`config.mk`:
```
export PLATFORM = sky130hd
export DESIGN_NAME = multi_edge_detect
export DESIGN_NICKNAME = d
export VERILOG_FILES = /design/src/rtl/edge_detect_pkg.sv /design/src/rtl/edge_detect_channel.sv /design/src/rtl/multi_edge_detect.sv
export SDC_FILE = /design/constraint.sdc
export NUM_CORES = 1
export LEC_CHECK = 0
export CORE_MARGIN = 2
export CORE_UTILIZATION = 55
export DETAILED_ROUTE_END_ITERATION = 8
export PLACE_DENSITY = 0.89
export SETUP_SLACK_MARGIN = 0.1
export SLEW_MARGIN = 20
export SYNTH_ARGS = -nofsm -noshare
export SYNTH_HDL_FRONTEND = slang
export SYNTH_HIERARCHICAL = 1
export SYNTH_SLANG_ARGS = --single-unit
```
`constraint.sdc`:
```
create_clock -name clk -period 4.6 [get_ports clk]
set_input_delay 0.69 -clock clk [delete_from_list [all_inputs] [get_ports clk]]
set_output_delay 0.69 -clock clk [all_outputs]
set_load 0.03 [all_outputs]
```
`src/rtl/edge_detect_pkg.sv`:
```
// Shared mode encodings and sizing helpers for the multi-channel edge detector.
package edge_detect_pkg;

  localparam logic [1:0] MODE_OFF  = 2'b00;
  localparam logic [1:0] MODE_RISE = 2'b01;
  localparam logic [1:0] MODE_FALL = 2'b10;
  localparam logic [1:0] MODE_BOTH = 2'b11;

  function automatic int unsigned clog2(input int unsigned value);
    int unsigned result;
    result = 0;
    for (int unsigned i = 0; i < 32; i++) begin
      if ((64'd1 << i) < 64'(value)) result = i + 1;
    end
    return result;
  endfunction

  // Filter counter must hold 0..FILTER_CYCLES-1 and be at least one bit wide.
  function automatic int unsigned fcnt_width(input int unsigned filter_cycles);
    int unsigned w;
    w = clog2(filter_cycles);
    return (w < 1) ? 1 : w;
  endfunction

endpackage

```
`src/rtl/edge_detect_channel.sv`:
```
// One channel: synchroniser, debounce filter, mode-gated edge pulse, sticky flag
// and saturating event counter.
module edge_detect_channel
  import edge_detect_pkg::*;
#(
  parameter int unsigned SYNC_STAGES   = 2,
  parameter int unsigned FILTER_CYCLES = 4,
  parameter int unsigned CNT_W         = 8
) (
  input  logic             clk,
  input  logic             reset,
  input  logic             in,
  input  logic [1:0]       mode,
  input  logic             clear,
  output logic             level,
  output logic             pulse,
  output logic             sticky,
  output logic [CNT_W-1:0] count
);

  localparam int unsigned        FCNT_W    = fcnt_width(FILTER_CYCLES);
  localparam logic [FCNT_W-1:0]  FCNT_LAST = FCNT_W'(FILTER_CYCLES - 1);

  logic [SYNC_STAGES-1:0] sync;
  logic [FCNT_W-1:0]      fcnt;
  logic                   sync_out;
  logic                   toggle;
  logic                   rise_en;
  logic                   fall_en;
  logic                   event_next;

  assign sync_out = sync[SYNC_STAGES-1];

  always_comb begin
    toggle     = (sync_out != level) && (fcnt == FCNT_LAST);
    rise_en    = (mode == MODE_RISE) || (mode == MODE_BOTH);
    fall_en    = (mode == MODE_FALL) || (mode == MODE_BOTH);
    event_next = toggle && (level ? fall_en : rise_en);
  end

  always_ff @(posedge clk) begin
    if (reset) begin
      sync   <= '0;
      fcnt   <= '0;
      level  <= 1'b0;
      pulse  <= 1'b0;
      sticky <= 1'b0;
      count  <= '0;
    end else begin
      sync <= {sync[SYNC_STAGES-2:0], in};

      if (sync_out == level) begin
        fcnt <= '0;
      end else if (toggle) begin
        fcnt  <= '0;
        level <= ~level;
      end else begin
        fcnt <= fcnt + 1'b1;
      end

      pulse <= event_next;

      // Sticky and count follow the registered pulse, so a clear that lands in
      // the pulse cycle still keeps that event.
      if (pulse)      sticky <= 1'b1;
      else if (clear) sticky <= 1'b0;

      if (clear)                    count <= pulse ? CNT_W'(1) : '0;
      else if (pulse && count != '1) count <= count + 1'b1;
    end
  end

endmodule

```
`src/rtl/multi_edge_detect.sv`:
```
// Multi-channel edge detector: per-channel slices of the buses plus the OR of
// all sticky flags as an interrupt request.
module multi_edge_detect
  import edge_detect_pkg::*;
#(
  parameter int unsigned CHANNELS      = 8,
  parameter int unsigned SYNC_STAGES   = 2,
  parameter int unsigned FILTER_CYCLES = 4,
  parameter int unsigned CNT_W         = 8
) (
  input  logic                      clk,
  input  logic                      reset,
  input  logic [CHANNELS-1:0]       in,
  input  logic [2*CHANNELS-1:0]     mode,
  input  logic [CHANNELS-1:0]       clear,
  output logic [CHANNELS-1:0]       level,
  output logic [CHANNELS-1:0]       pulse,
  output logic [CHANNELS-1:0]       sticky,
  output logic [CHANNELS*CNT_W-1:0] count,
  output logic                      any_event
);

  for (genvar i = 0; i < CHANNELS; i++) begin : g_ch
    edge_detect_channel #(
      .SYNC_STAGES  (SYNC_STAGES),
      .FILTER_CYCLES(FILTER_CYCLES),
      .CNT_W        (CNT_W)
    ) u_ch (
      .clk   (clk),
      .reset (reset),
      .in    (in[i]),
      .mode  (mode[2*i +: 2]),
      .clear (clear[i]),
      .level (level[i]),
      .pulse (pulse[i]),
      .sticky(sticky[i]),
      .count (count[i*CNT_W +: CNT_W])
    );
  end

  assign any_event = |sticky;

endmodule
```
# After elaboration in Yosys (flattened, before gate mapping)
# Index checks and enable logic that the tools add are counted.
# W data, S select, Z words.
# op_classes
addsub	16
multipliers	0
div_mod_pow	0
order_cmp	0
eq_ne	56
n_shift	0
n_mux	48
n_bitwise	16
reduce_logical	73
# ops
operator	n
$mux W8	16
$add A8 B1 Y8 const B	8
$ne A8 B8 Y1 const B	8
$eq A2 B2 Y1 const B	24
$mux W1	32
$reduce_bool A2 Y1	16
$logic_and A1 B1 Y1	24
$reduce_or A3 Y1	8
$add A2 B1 Y2 const B	8
$eq A2 B1 Y1 const B	8
$logic_or A1 B1 Y1	16
$not A1 Y1	16
$reduce_and A2 Y1	8
$eq A1 B1 Y1	8
$ne A1 B1 Y1	8
$reduce_or A8 Y1	1
# word_totals
register_bits	120
latchBits	0
ramBits	0
romBits	0
output_inout_bits	89
elab_cells	257
mem_count	0

# Logic depth before layout (Yosys ltp)
# Gate-level depths: netlist of run 1.
# depth
depth_word	4
mapped_depth	5

# By module
# Netlist of run 1, hierarchy kept.
# by_module_without_submodules
module	n_inst	cells_each	area_per_inst_um2
edge_detect_channel (g_ch[0].u_ch ...)	7	78	689.4
edge_detect_channel (g_ch[7].u_ch)	1	75	678.2
multi_edge_detect	1	3	16.3

# Worst setup path after synthesis of run 1
# No wires, ideal clock.
# synth_timing
kind	reg-to-reg
start	register g_ch[0].u_ch.count[0]
end	register g_ch[0].u_ch.count[7]
setup_time_ns	0.116
t_arrival_ns	1.672
required_ns	4.484
path_slack_ns	2.811
stages_incl_launch_ff	6
path_buffers	1
period_less_slack_ns	1.789
path_cell_list	dfxtp_1 > ha_1 > and4_1 > buf_6 > or4b_1 > o211a_1
# synth_between
elab_chain_len	3
elab_cells_between_ends	6
cone_classes	add/sub (1); eq/ne (1); mux (2); reduce/logical (2)
# synth_rtl
item	line_no	rtl
start: declaration	edge_detect_channel.sv:18	output logic [CNT_W-1:0] count
start signal: assignment	edge_detect_channel.sv:68	if (clear) count <= pulse ? CNT_W'(1) : '0;
start signal: assignment	edge_detect_channel.sv:69	else if (pulse && count != '1) count <= count + 1'b1;
$add A8 B1 Y8 or $ne A8 B8 Y1 (tied branches)	edge_detect_channel.sv:69	
$mux W8 or $logic_and A1 B1 Y1 (tied branches)	edge_detect_channel.sv:69	
$mux W8 or $reduce_bool A2 Y1 (tied branches)	-	
# Several ways; a longest one is shown, not always the timed one. The select of a mux whose other input is x is not followed.
# A chain may end at the register's enable or synchronous reset.

# Final worst setup path of run 1
# layout_timing
start	register g_ch[1].u_ch.sticky
end	output port any_event
# layout_between
elab_chain_len	1
# layout_rtl
item	line_no	rtl
start: declaration	edge_detect_channel.sv:17	output logic sticky,
start signal: assignment	edge_detect_channel.sv:47	sticky <= 1'b0;
start signal: assignment	edge_detect_channel.sv:65	if (pulse) sticky <= 1'b1;
start signal: assignment	edge_detect_channel.sv:66	else if (clear) sticky <= 1'b0;
$reduce_or A8 Y1	multi_edge_detect.sv:41	assign any_event = |sticky;
end: declaration	multi_edge_detect.sv:20	output logic any_event
# Every way passes these cells.

==> summary.txt, run 1 <==
Routing
  • DRC: 0
  • Vias per Instance: 5.94
  • DR top layer: met4
  • DR pass1 iterations: 5
  • Wl on met1: 5760 um
  • Post-detailed-route count of antenna-violating nets: 0
  • Via count: 5225
  • Post-Route WL: 14100 um
  • Drt wl/cell: 16.0 um
  • WL met2: 7150 um
  • WL met3: 1010 um
  • DRT iter0 DRCs: 273

Worst setup path
  • CP arrival: 2.07 ns
  • Cell count of the worst reg-to-reg path: 4
  • Worst-path fanout max: 3
  • Reg-to-reg startpoint: g_ch[5].u_ch/count[0]$_SDFFE_PP0P_
  • Worst reg-to-reg setup slack: 2.80 ns
  • CP startpoint kind: flop
  • Worst setup EP type: output port
  • WS Path Type: flop to output port
  • Top delay family on crit path: simple AND/OR/NAND/NOR gates
  • WP buf/inv: 1
  • Worst reg2reg endpoint: g_ch[5].u_ch/count[7]$_SDFFE_PP0P_
  • Crit-path cells: nor4_1 -> nand2_1 -> clkdlybuf4s50_1
  • Critical Path RT: 3.91 ns
  • CP peak stage delay: 0.61 ns
  • CP max stage cell: clkdlybuf4s50_1

Synth
  • Synth unique cells: 38
  • Synth top cells by count: dfxtp_1 (120), nor2_1 (55), a21oi_1 (52)
  • Post-synth EDFFs: 0
  • Cells after synthesis: 624
  • Synth top area cells: dfxtp_1 (44%), a21oi_1 (4.7%), nor2b_1 (4.3%)
  • YS warnings: 6
  • Register bit count reported by yosys: 120
  • Share of the synthesized area in the top cell type: 43.5%
  • Mapped Avg Cell Area: 8.85 um2
  • Net Count, Synth: 674
  • Ys async rst share: 0%
  • Seq/Total Area, Yosys: 43.5%
  • Dominant cell type by area after synthesis: dfxtp_1
  • Mapped Area: 0.00552 mm2
  • Synth Flop Type: dfxtp_1
  • Cell with the most instances after synthesis: dfxtp_1

Pwr
  • Power Density: 346 mW/mm2
  • VDD IR-drop max: 0.000281 V
  • Leak: 0.00270 uW

Final layout
  • Antenna fix cells: 0
  • Non-filler instance count after layout: 879
  • Nets@finish: 783
  • Fillers: 694
  • Layout cells sized above 1: 6.57%
  • Area growth syn-to-layout: 33.1%
  • Cell area after layout: 0.00735 mm2

Floorplanning
  • Std cell rows: 36
  • Die H: 104 um
  • Starting density of the core: 56.5%
  • Die Span X: 104 um
  • I/O pin count: 123
  • Die area: 0.0109 mm2
  • Core area: 0.00977 mm2

Timing
  • RSZ-0062 raised after global routing: false
  • Achievable Freq: 0.363 GHz
  • Endpoints failing setup: 0
  • Setup Skew: 0.0134 ns
  • Final hold viol count: 0
  • Min Tclk post-route: 2.76 ns
  • Final period util: 60.0%
  • Setup TNS: 0 ns
  • Worst slew pin tran: 0.824 ns
  • Rel. slew slack: 45.1%
  • Final Max Slew Viols: 0

Global routing
  • Initial antenna violation count: 0
  • Global-route wire length before repair: 23200 um
  • Vias in the first global route: 5084
  • Largest net degree at the start of global routing: 49
  • GRT Util Overall: 25.7%
  • Global route overflow: 0

Worst hold path
  • Tightest Hold Check Type: flop to flop
  • Hold_sp: g_ch[4].u_ch/fcnt[0]$_SDFF_PP0_
  • Hold Path Stages: 1
  • Worst Hold End: g_ch[4].u_ch/fcnt[0]$_SDFF_PP0_

Placement
  • Placed Instance Area: 0.00671 mm2
  • Placed Cells: 847
  • Port Buffer Count: 122
  • HPWL after DPL: 9440 um
  • Routability cong.: 0.907

Clock network
  • Post-cts resize count: 0
  • CTS tree: yes
  • Clk Latency, worst-skew pair: 0.51 ns
  • Root Buffer Master: clkbuf_8
  • Post-CTS Setup Inserts: 0
  • Clock Tree Buf Depth: 2
  • Clock sink total: 120
  • Cts bufs inserted: 17
  • Hold buffers post-CTS: 0
  • H-tree level count: 4
  • Clock-pin slew on the worst setup and hold paths: 0.06 ns

Run status
  • Status: complete, no violations

Run
  • Max-cap violations: 0
-- metal layers --
metal,vias to the layer above,global-route usage [%]
li1,2501,-
met1,2492,30.2
met2,215,45.2
met3,17,7.14
met4,0,8.78
met5,-,0
-- where the power goes --
group / total (uW) / internal (uW) / switching [uW]
Sequential: 1050 / 1050 / 4.16
Clock: 1410 / 950 / 463
Combinational: 79.0 / 39.3 / 39.7
Total: 2540 / 2040 / 506
-- cell usage in the layout, fill, tap and decap left out, types with 3 or more instances in the layout --
cell type / Yosys / layout
a211o_2: 7 / 7
a311oi_1: 9 / 9
dfxtp_1: 120 / 120
a211oi_1: 15 / 15
and2_1: 7 / 7
or4b_1: 7 / 7
nor3_1: 16 / 16
clkbuf_16: 0 / 16
o211a_1: 7 / 7
clkinv_4: 0 / 3
nand3_1: 9 / 9
bufinv_16: 0 / 5
inv_1: 31 / 31
mux2i_1: 23 / 23
and4_1: 8 / 8
or3_1: 7 / 7
o21ai_0: 17 / 17
nand2_1: 42 / 42
a2111o_1: 7 / 7
and3_1: 9 / 9
a21oi_1: 52 / 52
clkbuf_1: 14 / 3
nor4_1: 3 / 3
nor2_1: 55 / 55
ha_1: 16 / 16
a31oi_1: 10 / 10
clkdlybuf4s50_1: 0 / 121
a22oi_1: 8 / 8
or2_2: 7 / 7
nand4_1: 37 / 37
nor2b_1: 38 / 38
nor3b_1: 15 / 15
-- worst max-delay path by stage --
stage / startpoint / to / slack (ns) / cells after the start
global route: g_ch[1].u_ch/sticky$_SDFFE_PP0P_ / any_event / 1.74 / 3
floorplan: g_ch[0].u_ch/count[0]$_SDFFE_PP0P_ / g_ch[0].u_ch/count[7]$_SDFFE_PP0P_ / 2.81 / 5
global placement: reset / g_ch[7].u_ch/count[4]$_SDFFE_PP0P_ / 2.31 / 5
finish: g_ch[1].u_ch/sticky$_SDFFE_PP0P_ / any_event / 1.84 / 3
CTS: g_ch[1].u_ch/sticky$_SDFFE_PP0P_ / any_event / 1.85 / 3
detailed placement: reset / g_ch[7].u_ch/count[4]$_SDFFE_PP0P_ / 2.25 / 5
-- worst register-to-register path: cells and delay by family, from the launching register on --
kind,cells,cell delay (ns)
adder cells (fa/ha/maj),1,0.28
AND/OR/NAND/NOR,2,0.88
AO/OA/AOI/OAI,1,0.14
flip-flops,1,0.39
-- metrics by stage --
step / hold slack [ns] / setup WS (ns) / util [%] / total power [uW]
floorplan: 0.399 / 2.81 / - / 1110
global placement: 0.407 / 2.31 / 68.7 / 1150
detailed placement: 0.413 / 2.25 / 68.7 / 1150
CTS: 0.421 / 1.85 / 75.2 / 2560
global route: 0.434 / 1.74 / 75.2 / 2620
finish: 0.419 / 1.84 / 75.2 / 2540
-- flip-flops by register name, indices dropped and copies added (netlist names) --
register,cells
g_ch.u_ch/count,64
g_ch.u_ch/fcnt,16
g_ch.u_ch/sync,16
g_ch.u_ch/level,8
g_ch.u_ch/pulse,8
g_ch.u_ch/sticky,8
-- area by class of cell --
cell class / count / area [um2] / share of cell area (%)
Tap cell: 133 / 166 / 2.26
Inverter: 31 / 116 / 1.58
Clock inverter: 11 / 196 / 2.67
Multi-Input combinational cell: 440 / 2800 / 38.2
Timing Repair Buffer: 123 / 1220 / 16.7
Sequential cell: 120 / 2400 / 32.7
Clock buffer: 21 / 439 / 5.98
-- kinds of logic (layout without fill, tap and decap cells) --
family,after synthesis,in the layout,synth area share (%)
fa+ha+maj,16,16,3.63
mux,23,23,4.17
xor+xnor,1,1,0.159
flops,120,120,43.5
simple gates,264,264,26.3
buf+inv,64,186,5.69
compound gates,136,136,16.5
(Power assumes the default switching activity.)
==> inputs of run 2 (changes only) <==
CORE_UTILIZATION = 46   (was 55)
PLACE_DENSITY = 0.8   (was 0.89)
clock period = 2.4 ns   (was 4.6 ns; I/O delays follow)
==> run 2 against run 1 <==
Net effect: via count down 3.0%; clock power rose by 82%; power is 86% higher; critical path depth stayed put; worst setup slack worse by 1.6 ns; clock-buffer cell count fell by 4; largest cell class unchanged; worst hold slack improved by 0.00074 ns; critical endpoint unchanged; non-clock buffer count rose by 5; clock skew shrank 0.0075 ns; design area up 0.41%.
==> summary.txt, run 2 (synthesized netlist as in run 1, its figures left out) <==
Clock network
  • Clock Tree Buf Depth: 2 (unchanged)
  • Clock-pin slew on the worst setup and hold paths: 0.06 ns (about the same)
  • Clk Latency, worst-skew pair: 0.41 ns (was 0.51 ns)
  • Post-CTS Setup Inserts: 0 (unchanged)
  • H-tree level count: 4 (unchanged)
  • CTS tree: yes (unchanged)
  • Clock sink total: 120 (unchanged)
  • Root Buffer Master: clkbuf_16 (was clkbuf_8)
  • Cts bufs inserted: 17 (unchanged)

Floorplanning
  • Starting density of the core: 46.5% (was 56.5%)
  • I/O pin count: 123 (unchanged)
  • Die H: 114 um (was 104 um)
  • Std cell rows: 40 (was 36)
  • Die Span X: 114 um (was 104 um)
  • Die area: 0.0129 mm2 (was 0.0109 mm2)
  • Core area: 0.0119 mm2 (was 0.00977 mm2)

Timing
  • Worst slew pin tran: 0.675 ns (was 0.824 ns)
  • Final period util: 90.9%
  • Final Max Slew Viols: 0 (unchanged)
  • Endpoints failing setup: 0 (unchanged)
  • RSZ-0062 raised after global routing: false (unchanged)
  • Rel. slew slack: 55.0% (was 45.1%)
  • Achievable Freq: 0.458 GHz
  • Min Tclk post-route: 2.18 ns
  • Setup Skew: 0.00594 ns (was 0.0134 ns)
  • Setup TNS: 0 ns (unchanged)
  • Final hold viol count: 0 (unchanged)

Routing
  • Via count: 5070 (was 5225)
  • DR top layer: met4 (unchanged)
  • Vias per Instance: 5.65 (was 5.94)
  • DRT iter0 DRCs: 403 (was 273)
  • Post-detailed-route count of antenna-violating nets: 0 (unchanged)
  • Wl on met1: 5910 um (was 5760 um)
  • Post-Route WL: 13400 um (was 14100 um)
  • WL met3: 826 um (was 1010 um)
  • WL met2: 6320 um (was 7150 um)
  • DRC: 0 (unchanged)
  • Drt wl/cell: 14.9 um (was 16.0 um)
  • DR pass1 iterations: 5 (unchanged)

Global routing
  • Initial antenna violation count: 0 (unchanged)
  • Largest net degree at the start of global routing: 36 (was 49)
  • Global route overflow: 0 (unchanged)
  • GRT Util Overall: 20.6% (was 25.7%)
  • Global-route wire length before repair: 21800 um (was 23200 um)
  • Vias in the first global route: 4700 (was 5084)

Final layout
  • Nets@finish: 788 (was 783)
  • Non-filler instance count after layout: 898 (was 879)
  • Most frequent cells in the layout: clkdlybuf4s50_1 (121), dfxtp_1 (120), nor2_1 (55) (unchanged)
  • Largest regs: g_ch.u_ch/count: 64 flops, g_ch.u_ch/fcnt: 16 flops, g_ch.u_ch/sync: 16 flops (unchanged)
  • Largest Register: g_ch.u_ch/count (unchanged)
  • Layout cells sized above 1: 7.72% (was 6.57%)
  • Antenna fix cells: 0 (unchanged)
  • Area growth syn-to-layout: 33.7% (was 33.1%)
  • Most common cell after layout, fill and taps aside: clkdlybuf4s50_1 (unchanged)
  • Max reg flops: 64 (unchanged)
  • Fillers: 1014 (was 694)

Worst setup path
  • WP buf/inv: 1 (unchanged)
  • WS Path Type: flop to output port (unchanged)
  • CP max stage cell: clkdlybuf4s50_1 (unchanged)
  • CP arrival: 1.82 ns (was 2.07 ns)
  • Worst-path fanout max: 3 (unchanged)
  • CP peak stage delay: 0.61 ns (about the same)
  • Critical Path RT: 2.04 ns (was 3.91 ns)
  • Crit-path cells: nor4_2 -> nand2_1 -> clkdlybuf4s50_1 (was nor4_1 -> nand2_1 -> clkdlybuf4s50_1)
  • CP startpoint kind: flop (unchanged)
  • Top delay family on crit path: buffers and inverters (was simple AND/OR/NAND/NOR gates)
  • Worst setup EP type: output port (unchanged)

Pwr
  • Leak: 0.00271 uW (was 0.00270 uW)
  • Power Density: 643 mW/mm2 (was 346 mW/mm2)
  • VDD IR-drop max: 0.000425 V (was 0.000281 V)

Run
  • Max-cap violations: 0 (unchanged)

Placement
  • Placed Cells: 866 (was 847)
  • Port Buffer Count: 122 (unchanged)
  • HPWL after DPL: 9120 um (was 9440 um)
  • Routability cong.: 0.836 (was 0.907)

Run status
  • Status: complete, no violations (unchanged)

Worst hold path
  • Tightest Hold Check Type: flop to flop (unchanged)
[run 2: final timing paths]
| kind | start | end | slack (ns) | cells after the start |
|---|---|---|---|---|
| max | g_ch[1].u_ch/sticky$_SDFFE_PP0P_ | any_event | 0.22 | 3 |
| min reg2reg | g_ch[5].u_ch/fcnt[0]$_SDFF_PP0_ | g_ch[5].u_ch/fcnt[0]$_SDFF_PP0_ | 0.42 | 1 |
| min | g_ch[5].u_ch/fcnt[0]$_SDFF_PP0_ | g_ch[5].u_ch/fcnt[0]$_SDFF_PP0_ | 0.42 | 1 |
| max reg2reg | g_ch[6].u_ch/count[0]$_SDFFE_PP0P_ | g_ch[6].u_ch/count[7]$_SDFFE_PP0P_ | 0.59 | 4 |
[run 2: timing repair]
action / 4_1_cts / 5_1_grt
gates resized for setup: 1 / 0
hold buffers: 0 / 0
setup endpoints to repair: 1 / 0
[run 2: stage by stage]
step / instance area [um2] / util, % / total power, uW / hold slack (ns) / worst slack, ns
floorplan: 5520 / - / 2130 / 0.399 / 0.611
global placement: 6770 / 57.1 / 2210 / 0.406 / 0.509
detailed placement: 6770 / 57.1 / 2210 / 0.411 / 0.513
CTS: 7380 / 62.2 / 4790 / 0.423 / 0.184
global route: 7380 / 62.2 / 4900 / 0.444 / 0.119
finish: 7380 / 62.2 / 4740 / 0.419 / 0.218
[run 2: final cells by class]
class	instances	area, um2	share of cell area (%)
Multi-Input combinational cell	440	2810	38.1
Clock inverter	15	179	2.42
Sequential cell	120	2400	32.6
Clock buffer	17	425	5.77
Timing Repair Buffer	128	1260	17.1
Tap cell	147	184	2.49
Inverter	31	116	1.58
[run 2: where the power goes]
part           internal, uW  total, uW  switching, uW
clock                  1630       2570            942
sequential             2010       2020           7.17
combinational          77.9        152           73.8
[run 2: per-layer routing]
metal  GRT usage [%]  up-vias
li1                -     2507
met1            25.3     2374
met2            33.5      160
met3            6.22       29
met4            9.11        0
met5               0        -
==> RTL edit: new RTL, settings of run 2 <==
`CNT_W` is set to 8 in 2 places; all go to 7.
--- a/src/rtl/edge_detect_channel.sv
+++ b/src/rtl/edge_detect_channel.sv
@@ -5,7 +5,7 @@
 #(
   parameter int unsigned SYNC_STAGES   = 2,
   parameter int unsigned FILTER_CYCLES = 4,
-  parameter int unsigned CNT_W         = 8
+  parameter int unsigned CNT_W         = 7
 ) (
   input  logic             clk,
   input  logic             reset,
--- a/src/rtl/multi_edge_detect.sv
+++ b/src/rtl/multi_edge_detect.sv
@@ -6,7 +6,7 @@
   parameter int unsigned CHANNELS      = 8,
   parameter int unsigned SYNC_STAGES   = 2,
   parameter int unsigned FILTER_CYCLES = 4,
-  parameter int unsigned CNT_W         = 8
+  parameter int unsigned CNT_W         = 7
 ) (
   input  logic                      clk,
   input  logic                      reset,
Ports: changed (resized count); port bits go from 123 to 115. No check against the original RTL was run, so the function may have changed too.
==> RTL edit against run 2 <==
Power decreased by 33%. Non-clock buffer count down 12. Combinational power is 4% lower. Cell area down 14%. Die area shrank 11%. Synthesized area is 12% lower. Clock skew is 0.00073 ns higher. Synthesized cell count down 17%. Global-route usage fell by 1.1 points. Worst setup slack got worse by 0.025 ns. Sequential cell count down 8. Routed wire length fell by 19%. Hold slack improved by 0.0029 ns. Critical endpoint unchanged. Largest power group is now registers.
==> RTL edit: results (changes against run 2) <==
| Metric | Value |
|---|---|
| Filler-free cell count of the finished design | 775 (-14%) |
| Sequential element share of the synthesized area | 0.459 (+0.0242) |
| Clock root cell | clkbuf_8 |
| Detailed Route Iter0 Violations | 197 (-51%) |
| Total setup buffers inserted after CTS | 0 (unchanged) |
| Synth cell types | 23 (-39%) |
| Vias in the first global route | 4031 (-14%) |
| H-tree levels | 3 (-1) |
| First-pass GRT wire length | 18.3 mm (-16%) |
| RR Startpoint | g_ch[7].u_ch/count[0] |
| DR vias | 4321 (-15%) |
| Initial antenna violation count | 0 (unchanged) |
| Post-Syn Nets | 565 (-16%) |
| Commonest cells post-synth | 112 x dfxtp_1, 56 x nor2_1, 40 x a31oi_1, 40 x nor2b_1, 40 x o21ai_0 |
| Worst Clk Skew | 0.00667 ns (+0.000730 ns) |
| Hold Crit Start | g_ch[4].u_ch/fcnt[0] |
| Routability cong. | 0.900 (+7.6%) |
| Hold Path Depth | 1 (unchanged) |
| WL per Instance | 14.0 um (-5.7%) |
| Measured slew at the worst slew-check pin | 0.682 ns (+0.00673 ns) |
| Mean Syn Cell Area | 9.48 sq um (+7.1%) |
| Largest net degree at the start of global routing | 34 (-5.6%) |
| Area after DPL | 0.00612 sq mm (-9.5%) |
| Final #Nets | 684 (-13%) |
| Worst r2r dst | g_ch[7].u_ch/count[5] |
| Hold Slack | 0.422 ns (+0.00287 ns) |
| Crit path max fanout | 3 (unchanged) |
| Placed insts | 759 (-12%) |
| Share of cells above drive strength 1 | 0.0814 (+0.00415) |
| Largest regs | g_ch.u_ch/count (56), g_ch.u_ch/fcnt (16), g_ch.u_ch/sync (16) |
| Buffers added on ports | 114 (-6.6%) |
| Pre-CTS setup slack | 0.476 ns (-0.0362 ns) |
| Dominant cells by area after synthesis | dfxtp_1 46%, a31oi_1 5.1%, nor2b_1 5.1% |
| Status | finished, final reports clean |
| Inserted Diodes | 0 (unchanged) |
| VDD IR max | 0.288 mV (-32%) |
| Cts bufs inserted | 9 (-8) |
| R2R setup slack | 1.02 ns (+0.43 ns) |
| HPWL Detailed | 8.15 mm (-11%) |
| Hold EP | g_ch[4].u_ch/fcnt[0] |
| All-Layer GR Usage | 0.195 (-0.0114) |
| CP arrival | 1.85 ns (+0.03 ns) |
| Leakage power | 2.35 nW (-13%) |
| Clk slew on worst S/H paths | 0.10 ns (+0.04 ns) |
| Clock latency on the worst-skew pair | 0.36 ns (-0.05 ns) |
| CP Launch Point | g_ch[1].u_ch/sticky |
## RTL edit: routing by layer
metal	part of all wire	GRT usage	vias to the layer above
met5	0	0	-
met4	0.012	0.0603	0
met3	0.083	0.0553	11
met2	0.48	0.328	144
met1	0.43	0.240	2020
li1	-	-	2146
## RTL edit: how the worst max path moves through the flow
stage | to | slack [ns] | cells past startpoint
3_5_place_dp | any_event | 0.48 | 3
5_1_grt | any_event | 0.16 | 3
3_3_place_gp | any_event | 0.46 | 3
2_1_floorplan | g_ch[0].u_ch/count[1] | 1.03 | 4
6_report | any_event | 0.19 | 3
4_1_cts | any_event | 0.21 | 3
## RTL edit: timing repair
action | CTS | global route
setup endpoints to repair | 1 | 0
endpoints found under the hold margin | 0 | 0
hold buffers | 0 | 0
gates resized for setup | 1 | 0
## RTL edit: where the power goes
part           switching [mW]  internal [mW]  leakage, nW
logic                  0.0681         0.0781         1.34
clock network           0.606          0.536        0.101
registers             0.00715           1.87        0.906
## RTL edit: kinds of logic (layout without fill, tap and decap cells)
| group | Yosys count | count (layout) | share of synthesized area |
|---|---|---|---|
| and+or+nand+nor | 219 | 219 | 0.247 |
| AOI/OAI and AO/OA | 128 | 128 | 0.189 |
| DFF | 112 | 112 | 0.459 |
| buffers and inverters | 24 | 148 | 0.0308 |
| adders and majority gates | 16 | 16 | 0.0410 |
| muxes | 16 | 16 | 0.0328 |
## RTL edit: area by class of cell
type / instances / area, sq um
fillers: 884 / 3990
multi-input cells: 379 / 2490
flip-flops and latches: 112 / 2240
repair buffers: 116 / 1160
well taps: 136 / 170
clock buffers: 11 / 151
inverters: 16 / 60.1
clock inverters: 5 / 55.1
## RTL edit: critical path: stages, from the launching register on
cell             delay (ns)
dfxtp_1                0.34
nor4_2                 0.44
nand2_1                0.10
clkdlybuf4s50_1        0.60
